===== config.mk =====
export PLATFORM = sky130hd
export DESIGN_NAME = demux_serial4
export DESIGN_NICKNAME = d
export VERILOG_FILES = /design/src/rtl/demux_serial4.sv
export SDC_FILE = /design/constraint.sdc
export NUM_CORES = 1
export LEC_CHECK = 0
export CORE_ASPECT_RATIO = 0.6
export CORE_MARGIN = 4
export CORE_UTILIZATION = 35
export CTS_BUF_LIST = sky130_fd_sc_hd__clkbuf_16
export CTS_CLUSTER_SIZE = 25
export DETAILED_ROUTE_END_ITERATION = 10
export GPL_TIMING_DRIVEN = 0
export SLEW_MARGIN = 40
export SYNTH_ARGS = -nofsm -noshare
export SYNTH_HDL_FRONTEND = slang
export SYNTH_SLANG_ARGS = --single-unit

===== constraint.sdc =====
create_clock -name clock -period 4.5 [get_ports clock]
set_clock_uncertainty 0.15 [all_clocks]
set_input_delay 1.125 -clock clock [delete_from_list [all_inputs] [get_ports clock]]
set_output_delay 1.125 -clock clock [all_outputs]
set_load 0.05 [all_outputs]

===== src/rtl/demux_serial4.sv =====
// Serial-to-parallel demultiplexer: one bit per cycle is steered to one of four channels,
// each assembling an LSB-first word. Parity outputs exist only with DEMUX_PARIDADE_EN.
module demux_serial4 #(
    parameter int unsigned LARGURA = 8
) (
    input  logic               clock,
    input  logic               reset,
    input  logic               m,
    input  logic               valido,
    input  logic               din,
    input  logic [1:0]         canal,
    input  logic [3:0]         ack,
    output logic [3:0]         sel,
    output logic [LARGURA-1:0] dado_a,
    output logic [LARGURA-1:0] dado_b,
    output logic [LARGURA-1:0] dado_c,
    output logic [LARGURA-1:0] dado_d,
    output logic [3:0]         pronto,
    output logic [3:0]         erro,
    output logic [3:0]         paridade
);

    localparam int unsigned     CntW    = (LARGURA > 1) ? $clog2(LARGURA) : 1;
    localparam logic [CntW-1:0] LastCnt = CntW'(LARGURA - 1);

    // The top bit is never stored: it arrives on the completing edge and goes straight to dado.
    logic [LARGURA-2:0] r_shift [4];
    logic [CntW-1:0]    r_cnt   [4];
    logic [LARGURA-1:0] r_dado  [4];
    logic [3:0]         r_sel;
    logic [3:0]         r_pronto;
    logic [3:0]         r_erro;

    logic               w_req;
    logic               w_acc;
    logic               w_drop;
    logic               w_last;
    logic [3:0]         w_hot;
    logic [LARGURA-1:0] w_word;

    // Acceptance uses the pre-edge pronto, so a same-edge ack does not open the channel.
    assign w_req  = m & valido;
    assign w_acc  = w_req & ~r_pronto[canal];
    assign w_drop = w_req & r_pronto[canal];
    assign w_last = (r_cnt[canal] == LastCnt);
    assign w_hot  = 4'b0001 << canal;
    assign w_word = {din, r_shift[canal]};

    always_ff @(posedge clock) begin
        if (reset) begin
            r_sel    <= '0;
            r_pronto <= '0;
            r_erro   <= '0;
            for (int i = 0; i < 4; i++) begin
                r_shift[i] <= '0;
                r_cnt[i]   <= '0;
                r_dado[i]  <= '0;
            end
        end else begin
            r_sel    <= w_acc ? w_hot : 4'b0000;
            r_pronto <= r_pronto & ~ack;
            if (w_drop) begin
                r_erro[canal] <= 1'b1;
            end
            if (w_acc) begin
                if (w_last) begin
                    r_cnt[canal]    <= '0;
                    r_dado[canal]   <= w_word;
                    r_pronto[canal] <= 1'b1;
                end else begin
                    r_shift[canal][r_cnt[canal]] <= din;
                    r_cnt[canal]                 <= r_cnt[canal] + 1'b1;
                end
            end
        end
    end

`ifdef DEMUX_PARIDADE_EN
    logic [3:0] r_paridade;

    always_ff @(posedge clock) begin
        if (reset) begin
            r_paridade <= '0;
        end else if (w_acc && w_last) begin
            r_paridade[canal] <= ^w_word;
        end
    end

    assign paridade = r_paridade;
`else
    assign paridade = 4'b0000;
`endif

    assign sel    = r_sel;
    assign pronto = r_pronto;
    assign erro   = r_erro;
    assign dado_a = r_dado[0];
    assign dado_b = r_dado[1];
    assign dado_c = r_dado[2];
    assign dado_d = r_dado[3];

endmodule


==> reports/metrics.csv, run 1 <==
stage;metric;value;unit
job;max_cap_viol_count;0;
global_routing;grt_first_pass_wirelength;16300;um
place;port-buffer-count;52;
global_routing;grt_util_all_layers;17.0;%
outcome;outcome;complete, no violations;
setup_path;worstSetupEndpointType;flop;
cts;cts_sinks;84;
cts;clk_pin_slew;0.07;ns
logic_synthesis;yosys.cell_count.top_type;edfxtp_1;
die;die_w;145;um
cts;cts_resized;0;
global_routing;grt_start_max_net_pins;17;
logic_synthesis;post_synth.cell_area_avg;12.6;sq um
detailed_routing;route.detailed.wl_per_inst;20.4;um
logic_synthesis;post-synth-top-area-cell;edfxtp_1;
logic_synthesis;synth_cells;311;
cts;clk_root_buf;clkbuf_16;
detailed_routing;wire_length_reported_by_the_detailed_router;10600;um
detailed_routing;drtPass1Iterations;5;
logic_synthesis;most_used_dff_post_synth;edfxtp_1;
cts;cts.path.max_buffers;2;
timing;timing.slew.headroom;46.2;%
min_path;min-delay-path-class;flop to flop;
die;die_height;90.0;um
logic_synthesis;synth_top_area_share;55.2;%
timing;final_hold_viol_count;0;
logic_synthesis;yosysUniqueCellTypes;46;
global_routing;first_global_vias;2713;
logic_synthesis;post_synth_instance_area;3920;sq um
logic_synthesis;ys.warnings.count;0;
setup_path;cp_data_required_time;4.42;ns
timing;final.period_utilization;92.2;%
setup_path;startpoint_type;primary input;
timing;fin_setup_tns;0;ns
global_routing;grt_use_met3;7.48;%
cts;clkLatencyLatePin;0.35;ns
global_routing;met2_capacity_usage_during_global_routing;21.8;%
cells_and_area;antenna_cells;0;
detailed_routing;detail_route.iter0.violations;240;
detailed_routing;num_vias;2790;
detailed_routing;drt.antenna.violating_nets;0;
cts;cts_inserted_buffers;9;
die;row_count;29;
die;fp.dieArea;13000;sq um
die;initial_utilization;36.5;%
die;fp.coreArea;10700;sq um
logic_synthesis;synth_edf_count;72;
place;routabilityCongestion;0.936;
cts;cts_post_setup_buffers_inserted;0;
global_routing;grt_antenna_before_repair;0;
logic_synthesis;ys_top_cells_by_count;72 x edfxtp_1, 52 x nor2_1, 24 x and3_1;
logic_synthesis;yosysSeqAreaShare;61.3;%
cells_and_area;drive_gt1_share;18.3;%
timing;fmax;241;MHz
logic_synthesis;ys_top_cells_by_area;edfxtp_1 55%, mux4_2 6.3%, dfxtp_1 6.1%;
timing;final_period_minus_worst_setup_slack;4.15;ns
global_routing;grt_busiest_layer;met1;
cts;tritoncts;built;
cells_and_area;nNetsFinal;390;
cells_and_area;final_area;4930;sq um
place;hpwl;8000;um
timing;tightest_slew;0.800;ns
power;power.ir.vdd_worst;188;uV
setup_path;data_arrival_at_the_endpoint_of_the_critical_path;4.07;ns
power;p_leak;1.97;nW
cells_and_area;flow.area_growth_from_synthesis;25.9;%
timing;rsz0062_at_grt;no;
timing;timing.final.max_slew_violations;0;
logic_synthesis;asyncSetResetFlopFracSynth;0;%
detailed_routing;post-route-drc-count;0;
setup_path;timing.setup.critical_path_class;primary input to flop;
power;power_per_cell_area;376;nW/um^2
cts;ctsHtreeMaxLevel;3;
logic_synthesis;synth.ff_latch_count;84;
setup_path;worst-path-max-fanout;10;
die;num_io_pins;59;
place;placement.cell_area;4620;sq um
timing;setup_viol;0;
global_routing;global_route.overflow_total;0;
timing;fin_worst_hold_slack;0.323;ns
detailed_routing;viasPerCell;5.36;
cts;hold_buffers;0;
global_routing;globalRouteMet1Util;25.6;%
[final timing paths]
kind / startpoint / endpoint / slack (ns) / cells past startpoint
max: canal[0] / r_shift[3][3] / 0.35 / 10
min: erro[0] / erro[0] / 0.32 / 2
max reg2reg: r_cnt[2][0] / r_shift[3][3] / 0.78 / 9
min reg2reg: erro[0] / erro[0] / 0.32 / 2
[per-stage QoR]
| step | instances | total power, mW | utilization, % | setup WS, ns |
|---|---|---|---|---|
| final | 521 | 1.85 | 45.9 | 0.351 |
| after global routing | 521 | 1.91 | 45.9 | 0.243 |
| after CTS | 521 | 1.86 | 45.9 | 0.441 |
| after detailed placement | 505 | 1.11 | 43.1 | 0.0802 |
| after global placement | 505 | 1.10 | 43.1 | 0.0864 |
| after floorplan | 314 | 1.04 | - | 0.732 |
[kinds of logic after synthesis]
kind of cell               synth area share (%)
and+or+nand+nor                            17.7
DFF                                        61.3
AOI/OAI and AO/OA                          9.32
buffers and inverters                      3.86
muxes                                      7.12
adders and majority gates                 0.638
other                                    0.0957
[worst max-delay path, stage by stage]
cell	delay, ns
buf_6	0.13
mux4_2	0.50
buf_2	0.21
ha_1	0.22
ha_1	0.25
nand4bb_1	0.46
nor2_2	0.48
nand3_1	0.28
nor2_1	0.25
o21ba_2	0.16
[report_power, final]
group	leakage [nW]	switching [mW]	internal, mW
Clock	0.145	0.325	0.439
Combinational	0.979	0.134	0.0727
Sequential	0.843	0.0130	0.871
[per-layer routing]
metal | up-vias | wire [um]
met5 | - | 0
met4 | 0 | 185
met3 | 18 | 1140
met2 | 144 | 4190
met1 | 1353 | 5110
li1 | 1275 | -
[layout make-up]
class	count	area, sq um
buffer	26	140
clock buffer	9	225
clock inverter	7	82.6
fill	1003	5810
inverter	3	11.3
multi-input combinational	201	1380
sequential	84	2400
tap	139	174
timing repair buffer	52	520
[cells in the final DEF (no fill, tap or decap), types with 3 or more instances in the layout]
| master | instances |
|---|---|
| and2_1 | 7 |
| a31oi_1 | 4 |
| a31o_2 | 6 |
| a21o_1 | 16 |
| inv_1 | 3 |
| nor2_1 | 52 |
| and3_1 | 24 |
| or2_2 | 8 |
| clkdlybuf4s50_1 | 52 |
| conb_1 | 4 |
| nand2_1 | 10 |
| clkbuf_1 | 11 |
| clkbuf_16 | 9 |
| buf_2 | 6 |
| mux4_2 | 11 |
| dfxtp_1 | 12 |
| nand3_1 | 4 |
| nand2_2 | 3 |
| o21bai_1 | 4 |
| nor2b_1 | 4 |
| edfxtp_1 | 72 |
| a21oi_1 | 8 |
| nor3_1 | 4 |
| nor4_1 | 4 |
| buf_4 | 5 |
| nand2b_1 | 5 |
[registers in the layout, indices dropped and copies added, names as in the netlist]
register	count
erro	4
pronto	4
r_cnt	12
r_dado	32
r_shift	28
sel	4
No activity file was read; power rests on OpenSTA's default activity.
==> inputs of run 2 (changes only) <==
--- a/config.mk
+++ b/config.mk
@@ -9,9 +9,10 @@
 export CORE_MARGIN = 4
 export CORE_UTILIZATION = 35
 export CTS_BUF_LIST = sky130_fd_sc_hd__clkbuf_16
-export CTS_CLUSTER_SIZE = 25
+export CTS_CLUSTER_SIZE = 12
 export DETAILED_ROUTE_END_ITERATION = 10
 export GPL_TIMING_DRIVEN = 0
+export SKIP_CTS_REPAIR_TIMING = 1
 export SLEW_MARGIN = 40
 export SYNTH_ARGS = -nofsm -noshare
 export SYNTH_HDL_FRONTEND = slang
==> results of run 2 <==
Same layout as run 1: the final DEF is identical, and so are final timing and power.
